**src/rtl/ov7670_emitter.sv**
```systemverilog
// OV7670-style pixel bus transmitter: replays an RGB444 frame buffer as "xR GB" byte pairs
// with vsync/href framing and programmable blanking.
module ov7670_emitter #(
    parameter int H_ACTIVE    = 640,
    parameter int V_ACTIVE    = 480,
    parameter int H_BLANK     = 144,
    parameter int VSYNC_LINES = 3,
    parameter int V_BACK      = 17,
    parameter int V_FRONT     = 10
) (
    input  logic        pclk,
    input  logic        rst_n,
    input  logic        en,
    output logic [18:0] fb_addr,
    output logic        fb_rd,
    input  logic [11:0] fb_data,
    output logic        vsync,
    output logic        href,
    output logic [7:0]  d,
    output logic        busy,
    output logic        frame_done
);
    localparam int LP  = 2*H_ACTIVE + H_BLANK;
    localparam int FL  = VSYNC_LINES + V_BACK + V_ACTIVE + V_FRONT;
    localparam int HCW = $clog2(LP);
    localparam int VCW = $clog2(FL);

    localparam logic [HCW-1:0] HC_LAST   = HCW'(LP - 1);
    localparam logic [HCW-1:0] HC_PRE    = HCW'(LP - 2);
    localparam logic [HCW-1:0] HC_ACT    = HCW'(2*H_ACTIVE);
    localparam logic [HCW-1:0] HC_RD_LIM = HCW'(2*H_ACTIVE - 2);
    localparam logic [VCW-1:0] VC_SYNC_END = VCW'(VSYNC_LINES - 1);
    localparam logic [VCW-1:0] VC_BACK_END = VCW'(VSYNC_LINES + V_BACK - 1);
    localparam logic [VCW-1:0] VC_ACT_END  = VCW'(VSYNC_LINES + V_BACK + V_ACTIVE - 1);
    localparam logic [VCW-1:0] VC_LAST     = VCW'(FL - 1);

    typedef enum logic [2:0] {S_IDLE, S_VSYNC, S_VBACK, S_ACTIVE, S_VFRONT} state_t;

    state_t         state_q, state_d;
    logic [HCW-1:0] hc_q, hc_d;
    logic [VCW-1:0] vc_q, vc_d;
    logic [18:0]    fb_addr_q, fb_addr_d;
    logic           fb_rd_q, fb_rd_d;
    logic           vsync_q, vsync_d;
    logic           href_q, href_d;
    logic [7:0]     d_q, d_d;
    logic [7:0]     gb_q, gb_d;
    logic           busy_q, busy_d;
    logic           pend_q, pend_d;
    logic           frame_done_q, frame_done_d;
    logic           line_end, in_act, next_line_act;

    // Counters describe the cycle the output registers will present after the next edge.
    always_comb begin
        state_d   = state_q;
        hc_d      = hc_q;
        vc_d      = vc_q;
        fb_addr_d = fb_addr_q + 19'(fb_rd_q);
        pend_d    = 1'b0;
        line_end  = (hc_q == HC_LAST);
        if (state_q == S_IDLE) begin
            hc_d = '0;
            vc_d = '0;
            if (en) state_d = S_VSYNC;
        end else begin
            hc_d = line_end ? '0 : hc_q + HCW'(1);
            if (line_end) begin
                vc_d = vc_q + VCW'(1);
                case (state_q)
                    S_VSYNC:  if (vc_q == VC_SYNC_END) state_d = S_VBACK;
                    S_VBACK:  if (vc_q == VC_BACK_END) state_d = S_ACTIVE;
                    S_ACTIVE: if (vc_q == VC_ACT_END)  state_d = S_VFRONT;
                    S_VFRONT: if (vc_q == VC_LAST) begin
                        vc_d      = '0;
                        fb_addr_d = '0;
                        pend_d    = 1'b1;
                        state_d   = en ? S_VSYNC : S_IDLE;
                    end
                    default:  state_d = S_IDLE;
                endcase
            end
        end
    end

    always_comb begin
        in_act        = (state_q == S_ACTIVE) && (hc_q < HC_ACT);
        vsync_d       = (state_q == S_VSYNC);
        href_d        = in_act;
        busy_d        = (state_q != S_IDLE);
        frame_done_d  = pend_q;
        d_d           = 8'h00;
        gb_d          = gb_q;
        if (in_act) begin
            if (!hc_q[0]) begin
                d_d  = {4'h0, fb_data[11:8]};
                gb_d = fb_data[7:0];
            end else begin
                d_d = gb_q;
            end
        end
        // Reads run two cycles ahead of byte 0, so a line's first read lands in the previous line period.
        next_line_act = ((state_q == S_VBACK) && (vc_q == VC_BACK_END)) ||
                        ((state_q == S_ACTIVE) && (vc_q != VC_ACT_END));
        fb_rd_d = ((state_q == S_ACTIVE) && !hc_q[0] && (hc_q < HC_RD_LIM)) ||
                  ((hc_q == HC_PRE) && next_line_act);
    end

    always_ff @(posedge pclk) begin
        if (!rst_n) begin
            state_q      <= S_IDLE;
            hc_q         <= '0;
            vc_q         <= '0;
            fb_addr_q    <= '0;
            fb_rd_q      <= 1'b0;
            vsync_q      <= 1'b0;
            href_q       <= 1'b0;
            d_q          <= 8'h00;
            gb_q         <= 8'h00;
            busy_q       <= 1'b0;
            pend_q       <= 1'b0;
            frame_done_q <= 1'b0;
        end else begin
            state_q      <= state_d;
            hc_q         <= hc_d;
            vc_q         <= vc_d;
            fb_addr_q    <= fb_addr_d;
            fb_rd_q      <= fb_rd_d;
            vsync_q      <= vsync_d;
            href_q       <= href_d;
            d_q          <= d_d;
            gb_q         <= gb_d;
            busy_q       <= busy_d;
            pend_q       <= pend_d;
            frame_done_q <= frame_done_d;
        end
    end

    assign fb_addr    = fb_addr_q;
    assign fb_rd      = fb_rd_q;
    assign vsync      = vsync_q;
    assign href       = href_q;
    assign d          = d_q;
    assign busy       = busy_q;
    assign frame_done = frame_done_q;
endmodule

```
**config.mk**
```make
export PLATFORM = sky130hd
export DESIGN_NAME = ov7670_emitter
export DESIGN_NICKNAME = d
export VERILOG_FILES = /design/src/rtl/ov7670_emitter.sv
export SDC_FILE = /design/constraint.sdc
export NUM_CORES = 1
export LEC_CHECK = 0
export CAP_MARGIN = 5
export CORE_UTILIZATION = 30
export CTS_CLUSTER_SIZE = 14
export DETAILED_ROUTE_END_ITERATION = 6
export DONT_BUFFER_PORTS = 1
export GPL_ROUTABILITY_DRIVEN = 1
export PLACE_DENSITY_LB_ADDON = 0.05
export SETUP_SLACK_MARGIN = 0.3
export SLEW_MARGIN = 10
export SYNTH_ARGS = -nofsm -noshare
export SYNTH_HDL_FRONTEND = slang
export SYNTH_SLANG_ARGS = --single-unit
```
**constraint.sdc**
```tcl
create_clock -name pclk -period 4.2 [get_ports pclk]
set_input_delay 0.84 -clock pclk [delete_from_list [all_inputs] [get_ports pclk]]
set_output_delay 0.84 -clock pclk [all_outputs]
set_load 0.01 [all_outputs]
```
# Word level (Yosys, flattened, before mapping)
# Cells that the tools add are included.
totals:
  ff_bits: 64
  word_cells: 74
  in_bits: 15
  output_inout_bits: 32
classes:
  addsub: 3
  eq_ne: 16
  order_cmp: 2
  mux: 17
  n_reduce_logical: 19
  n_bitwise: 4
ops:
  columns: ["cell", "n"]
  rows:
  - ["$mux 19", 4]
  - ["$eq 11x11->1 const B", 2]
  - ["$lt 11x11->1 const B", 2]
  - ["$mux 3", 7]
  - ["$add 19x1->19", 1]
  - ["$eq 9x9->1 const B", 2]
  - ["$mux 9", 2]
  - ["$pmux 3 s4", 1]
  - ["$add 11x1->11 const B", 1]
  - ["$add 9x1->9 const B", 1]
  - ["$eq 9x2->1 const B", 1]
  - ["$eq 9x5->1 const B", 1]
  - ["$ne 3x3->1 const B", 3]
  - ["$ne 9x9->1 const B", 1]
  - ["$eq 3x2->1 const B", 2]
  - ["$logic_and 1x1->1", 6]
  - ["$reduce_and 6->1", 1]
  - ["$mux 4", 1]
  - ["$not 1->1", 4]
  - ["$reduce_and 2->1", 2]
  - ["$reduce_or 4->1", 1]
  - ["$eq 3x1->1 const B", 1]
  - ["$eq 3x3->1 const B", 1]
  - ["$logic_not 3->1", 1]
  - ["other kinds (10)", 12]

# Logic depth before layout (Yosys ltp)
# Gate-level depths: netlist of the first run.
logic_depth:
  ltp_word: 5
  mapped_depth: 8
  depth_no_buf: 7

# Least setup slack after synthesis of the first run
# Ideal clock, no wire load.
synth_path:
  path_kind: "input port to flip-flop"
  startpoint: "input port rst_n"
  endpoint: "register d_q[4], in the netlist d[4]"
  t_arrival_ps: 1745
  required_ps: 4139
  setup_slack_ps: 2394
  cell_stages: 5
  setup_ps: 61
  n_path_buf: 1
  cell_sequence: "buf_2 > inv_1 > or3_1 > inv_1 > and3_1"
synth_between:
  elab_chain_len: 1
synth_lines:
  columns: ["element", "line_no", "text"]
  rows:
  - ["start: declaration", "12", "input logic rst_n,"]
  - ["$reduce_and 3->1 (no source line)", null, null]
  - ["end signal: assignment", "117", "d_q <= 8'h00;"]
  - ["end signal: assignment", "130", "d_q <= d_d;"]
  - ["end: declaration", "46", "logic [7:0] d_q, d_d;"]
# No other way between the ends.
# A chain may end at the register's enable or synchronous reset.

# Final worst setup path of the first run
layout_path:
  startpoint: "register hc_q[0]"
  endpoint: "register fb_addr_q[17], in the netlist fb_addr[17]"
layout_between:
  elab_chain_len: 3
layout_lines:
  columns: ["element", "line_no", "text"]
  rows:
  - ["start: declaration", "40", "logic [HCW-1:0] hc_q, hc_d;"]
  - ["start signal: assignment", "111", "hc_q <= '0;"]
  - ["start signal: assignment", "124", "hc_q <= hc_d;"]
  - ["$eq 11x11->1", "60", "line_end = (hc_q == HC_LAST);"]
  - ["$mux 19", "67", "if (line_end) begin"]
  - ["$mux 19", "61", "if (state_q == S_IDLE) begin"]
  - ["end signal: assignment", "126", "fb_addr_q <= fb_addr_d;"]
  - ["end: declaration", "42", "logic [18:0] fb_addr_q, fb_addr_d;"]
# No other way between the ends.

==> metrics.md, run 1 <==
| Metric | Value |
|---|---|
| Yosys top cell area share | `0.4661` |
| Hold_ws | `0.4330 ns` |
| Post-Route WL | `5.616 mm` |
| DP HPWL | `3.882 mm` |
| Hold Crit Start | `frame_done_d` |
| Syn Inst Count | `290` |
| Fin cells | `404` |
| Via/cell ratio | `4.936` |
| Post_cts resized | `0` |
| Top post-synthesis cells by area | `dfxtp_1 47%, xor2_1 8.3%, nor2_1 8.2%, mux2i_1 5.1%, nand4_1 3.9%` |
| Delay-heaviest family, CP | `simple AND/OR/NAND/NOR gates` |
| Global-route wire length before repair | `9.480 mm` |
| Tightest Pin Transition | `0.9072 ns` |
| H-tree levels | `3` |
| Initial antenna violation count | `0` |
| CTS tree | `built` |
| CP Cell Sequence | `ha_1, and3_1, and4bb_4, nand2_1, nand2_2, nor2_1` |
| Die X-Extent | `97.73 µm` |
| Crit-path max cell delay | `0.73 ns` |
| Slew Viols, Final | `0` |
| Initial core utilization | `0.3122` |
| Fillcell total | `911` |
| Final setup TNS | `0 ns` |
| Combinational family with the most area after synthesis | `simple AND/OR/NAND/NOR gates` |
| Grt ovf | `0` |
| Syn_area_per_cell | `9.479 µm²` |
| RR Startpoint | `hc_q[0]` |
| Synth Cell Area | `2749 µm²` |
| Post-synthesis sequential area ratio | `0.4661` |
| Post-CTS Hold Buffers | `0` |
| Slowest cell on crit path | `dfxtp_1` |
| Area Overhead vs Synth | `9.604%` |
| Crit path capture type | `flop` |
| Main flop type after synthesis | `dfxtp_1` |
| Adder-Cell Fraction of Synth Area | `0.03186` |
| Startpoint types | `flop` |
| Clock buffer count from CTS | `9` |
| Root Driver | `clkbuf_8` |
| Status | `finished with violations` |
| Io pins | `47` |
| Critical path startpoint | `hc_q[0]` |
| Deepest clock path buffer count | `2` |
| DR vias | `1994` |
| Routed wl met3 | `294 µm` |
| Pwr dens | `430.0 nW/µm²` |
| Port Buffers | `0` |
| Cell leakage power | `1.107 nW` |
| CP Buf/Inv Count | `0` |
| Vias in the first global route | `1966` |
| Crit Path Max Fanout | `17` |
| Netlist cell types | `43` |
| Unrepaired setup endpoints after global routing | `false` |
| Layout cell share with drive strength beyond 1 | `0.09459` |
| F_max | `420.9 MHz` |
| Most common cell after layout, fill and taps aside | `dfxtp_1` |
| GP Congestion | `0.7372` |
| Setup Buffers After CTS | `0` |
| Final #Nets | `313` |
| Core area | `8806 µm²` |
| Maximum VDD drop | `0.1477 mV` |
| Synth Net Count | `312` |
| Tot GR Track Use | `0.1276` |
| Post-synthesis mux area share | `0.05098` |
| Ant. Diodes | `0` |
| Worst-path clk slew | `0.09 ns` |
| Later-pin clock latency in the skew report | `0.35 ns` |
| Cell taking the most area after synthesis | `dfxtp_1` |
| Placed Cells incl. Taps | `388` |
| Worst Setup Path Type | `flop to flop` |
| Area of the multi-input gates | `1381 µm²` |
| CTS Sinks | `64` |
| Arr. time, crit path | `2.60 ns` |
| Met2 wire len | `2.537 mm` |
| FF+latch area | `1281 µm²` |
| DR WL/cell | `13.90 µm` |
| Final Hold Viols | `0` |
| M1 WL | `2.675 mm` |
| Maximum Capacitance Violations | `0` |
| Failing checks | `design-rule violations` |
| 1st-iter DRT viols | `56` |
| Final setup viols | `0` |
| Most frequent cells in the layout | `64 x dfxtp_1, 60 x nor2_1, 26 x xor2_1, 17 x nand4_1, 14 x mux2i_1` |
| Count of flip-flops with a built-in enable after synthesis | `0` |
| Yosys synthesis warning count | `0` |
| Synth Area in Simple Gates | `0.2663` |
| Compound-Gate Fraction of Synth Area | `0.04324` |
| Largest net degree at the start of global routing | `18` |
| Async S/R FF share, synth | `0` |
| Drt first pass iters | `6` |
| Die Height | `97.73 µm` |
| Die Area | `9550 µm²` |
| Crit share post-route | `0.5656` |
| Worst slew margin | `0.3919` |
| Final core area utilization | `0.3421` |
| WP data required | `4.43 ns` |
| Final Skew | `0.01408 ns` |
| Top layer in use | `met4` |
| Post-Synth XOR/XNOR Area | `0.1083` |
| Worst hold path class | `flop to flop` |
| Rows | `34` |
| Drt drc | `6` |
| Routed Antenna Nets | `0` |
| Seq cells post-synth | `64` |
| Min Tclk post-route | `2.376 ns` |
[synthesized netlist by cell type, types with 4 or more instances]
cell and number:
nand2_1 13, ha_1 7, nor2_1 60, and4_1 4, nand3_1 11, buf_2 4, xor2_1 26, nand4_1 17
mux2i_1 14, nor3_1 4, inv_1 7, and3_1 12, dfxtp_1 64, xnor2_1 8, nand2b_1 4
[sequential cells by signal, summed over array words and instances (netlist names), 3 cells and up]
signal   flops
vc_q         9
state_q      3
hc_q        11
d            8
gb_q         8
fb_addr     19
[path summary, 6_finish.rpt]
check / end / slack, ns / cells after the start
setup / recovery: fb_addr[17] / 1.82 / 6
hold / removal: frame_done / 0.43 / 1
hold reg to reg: frame_done / 0.43 / 1
setup reg to reg: fb_addr[17] / 1.82 / 6
[cell type report]
class,count,area share
Clock buffer,10,0.04568
Clock inverter,6,0.01703
Inverter,7,0.008721
Multi-Input combinational cell,209,0.4585
Sequential cell,64,0.4252
Tap cell,108,0.04485
[where the power goes]
part / internal (W) / switching [W] / leakage [nW]
registers: 0.000628 / 0.0000425 / 0.516
clock network: 0.000238 / 0.000267 / 0.0939
logic: 0.0000493 / 0.0000702 / 0.497
[logic make-up (layout without fill, tap and decap cells)]
kind of cell               after synthesis  in the layout
and+or+nand+nor                        141            141
muxes                                   14             14
AOI/OAI and AO/OA                       13             13
adders and majority gates                7              7
DFF                                     64             64
xor gates and xnor gates                34             34
buffers and inverters                   17             23
[worst reg2reg max path, stage by stage, from the launching register on]
cell and delay, ns:
dfxtp_1 0.73, ha_1 0.29, and3_1 0.27, and4bb_4 0.39, nand2_1 0.18, nand2_2 0.31
nor2_1 0.10
[stage by stage]
| stage | instance area [µm²] | power (W) | setup WS [ns] |
|---|---|---|---|
| 2_1_floorplan | 2749 | 0.0007819 | 2.394 |
| 3_3_place_gp | 2824 | 0.0008102 | 1.838 |
| 3_5_place_dp | 2824 | 0.0008085 | 1.780 |
| 4_1_cts | 3013 | 0.001321 | 1.764 |
| 5_1_grt | 3013 | 0.001371 | 1.635 |
| 6_report | 3013 | 0.001296 | 1.824 |
[per-layer routing]
metal | global-route usage | vias up
met3 | 0.04748 | 8
met4 | 0.06643 | 0
li1 | - | 997
met5 | 0 | -
met1 | 0.1535 | 948
met2 | 0.1986 | 41
No activity file was read; power rests on OpenSTA's default activity.
==> inputs of run 2 (changes only) <==
Clock period 4.2 ns to 1.9 ns, I/O delays scaled along.
==> run 2 against run 1 <==
The flow still finishes with violations (design-rule violations). Final cell count is 6.7% higher. Hold slack worse by 0.27 ns. Clock power grew to 2.7 times the previous value. Register-to-register slack worse by 1.5 ns. Global-route usage is 0.18 points higher. Clock skew is 0.0047 ns lower. Non-clock buffer count is 26 higher. Power is 140% higher. Final area is 14% higher.
==> metrics.md, run 2 (same netlist as run 1, synthesis figures left out) <==
| Metric | Value |
|---|---|
| GP Congestion | `0.7510` |
| Routed Antenna Nets | `0` |
| Port Buffers | `0` |
| DR vias | `2028` |
| Placed Cells incl. Taps | `402` |
| Maximum VDD drop | `0.3995 mV` |
| Hold_ws | `0.1615 ns` |
| Slowest cell on crit path | `dfxtp_2` |
| WP data required | `2.13 ns` |
| Later-pin clock latency in the skew report | `0.34 ns` |
| Unrepaired setup endpoints after global routing | `true` |
| Worst-path clk slew | `0.08 ns` |
| Most frequent CP cell | `buf_4` |
| Die Area | `9550 µm²` |
| Initial antenna violation count | `0` |
| Final setup TNS | `0 ns` |
| Tightest Pin Transition | `0.3233 ns` |
| Ant. Diodes | `0` |
| Die X-Extent | `97.73 µm` |
| Min Tclk post-route | `1.561 ns` |
| Worst hold path class | `input port to flop` |
| Post-Route WL | `6.023 mm` |
| FF+latch area | `1306 µm²` |
| Core area | `8806 µm²` |
| Pwr dens | `922.3 nW/µm²` |
| CP Cell Sequence | `ha_4, and3_4, and4bb_4, buf_4, buf_4, mux2i_1, nor2_1` |
| Drt drc | `6` |
| Rows | `34` |
| Fin cells | `431` |
| Startpoint types | `flop` |
| Post-CTS Hold Buffers | `0` |
| CTS Sinks | `64` |
| Io pins | `47` |
| Layout cell share with drive strength beyond 1 | `0.2663` |
| Largest net degree at the start of global routing | `18` |
| DR WL/cell | `13.97 µm` |
| Root Driver | `clkbuf_8` |
| Crit Path Max Fanout | `6` |
| Final setup viols | `0` |
| Global-route wire length before repair | `9.708 mm` |
| Crit path capture type | `flop` |
| Worst slew margin | `0.7825` |
| Delay-heaviest family, CP | `simple AND/OR/NAND/NOR gates` |
| Fillcell total | `875` |
| Final Hold Viols | `0` |
| Status | `finished with violations` |
| Final #Nets | `340` |
| Maximum Capacitance Violations | `0` |
| Final Skew | `0.009396 ns` |
| H-tree levels | `3` |
| Worst Setup Path Type | `flop to flop` |
| 1st-iter DRT viols | `35` |
| Deepest clock path buffer count | `2` |
| CTS tree | `built` |
| CP Buf/Inv Count | `2` |
| Crit share post-route | `0.8213` |
| Cell leakage power | `1.354 nW` |
| Largest register FFs | `19` |
| DP HPWL | `3.957 mm` |
| Die Height | `97.73 µm` |
| Dpl ws | `0.1761 ns` |
| F_max | `640.8 MHz` |
| Slew Viols, Final | `0` |
| Most common cell after layout, fill and taps aside | `nor2_1` |
| Most frequent cells in the layout | `60 x nor2_1, 48 x dfxtp_1, 26 x xor2_1, 23 x buf_4, 17 x nand4_1` |
| Tot GR Track Use | `0.1294` |
| Area Overhead vs Synth | `24.67%` |
| Grt ovf | `0` |
| Drt first pass iters | `6` |
| Failing checks | `design-rule violations` |
| Area of the multi-input gates | `1521 µm²` |
| Setup slack after layout | `0.3395 ns` |
| Arr. time, crit path | `1.79 ns` |
| Vias in the first global route | `1997` |
| Clock buffer count from CTS | `9` |
| Crit-path max cell delay | `0.37 ns` |
| Via/cell ratio | `4.705` |
| Initial core utilization | `0.3122` |
-- run 2: timing repair --
action                     CTS  global route
pin swaps                    2             9
buffers inserted             2             9
gates cloned                 0             2
resized for setup           14            34
setup endpoints to repair   49            43
-- run 2: stage by stage --
stage	area (µm²)	total power [W]	util
after floorplan	2755	0.001730	-
after CTS	3211	0.003195	0.3646
after global placement	2935	0.001817	0.3333
after global routing	3427	0.003332	0.3892
after detailed placement	2935	0.001805	0.3333
final	3427	0.003161	0.3892
-- run 2: final cells by class --
cell class,count,share of cell area
clock buffer,10,0.04016
clock inverter,6,0.02665
inverter,7,0.008397
multi-input combinational,210,0.4440
sequential,64,0.3812
tap,108,0.03943
timing repair buffer,26,0.06024
-- run 2: where the power goes --
part | leakage, nW | switching (W) | internal, W
Clock | 0.117 | 0.000557 | 0.000781
Sequential | 0.525 | 0.0000670 | 0.00139
Combinational | 0.713 | 0.000211 | 0.000154
Total | 1.35 | 0.000835 | 0.00233
-- run 2: worst reg2reg max path: stages (launching register included) --
cell and delay [ns]:
dfxtp_2 0.37, ha_4 0.14, and3_4 0.18, and4bb_4 0.29
buf_4 0.15, buf_4 0.10, mux2i_1 0.17, nor2_1 0.05
-- run 2: path summary, 6_finish.rpt --
path           startpoint    endpoint  slack (ns)  depth (start not counted)
min                 rst_n  frame_done        0.16                          1
max reg2reg       hc_q[1]     vc_q[1]        0.34                          7
max               hc_q[1]     vc_q[1]        0.34                          7
min reg2reg  frame_done_d  frame_done        0.44                          1
-- run 2: routing by layer --
metal,GRT usage,share of wire,vias to the layer above
met2,0.2013,0.45,41
met1,0.1583,0.48,926
met5,0,0,-
met3,0.05108,0.057,7
met4,0.05594,0.016,0
li1,-,-,1054
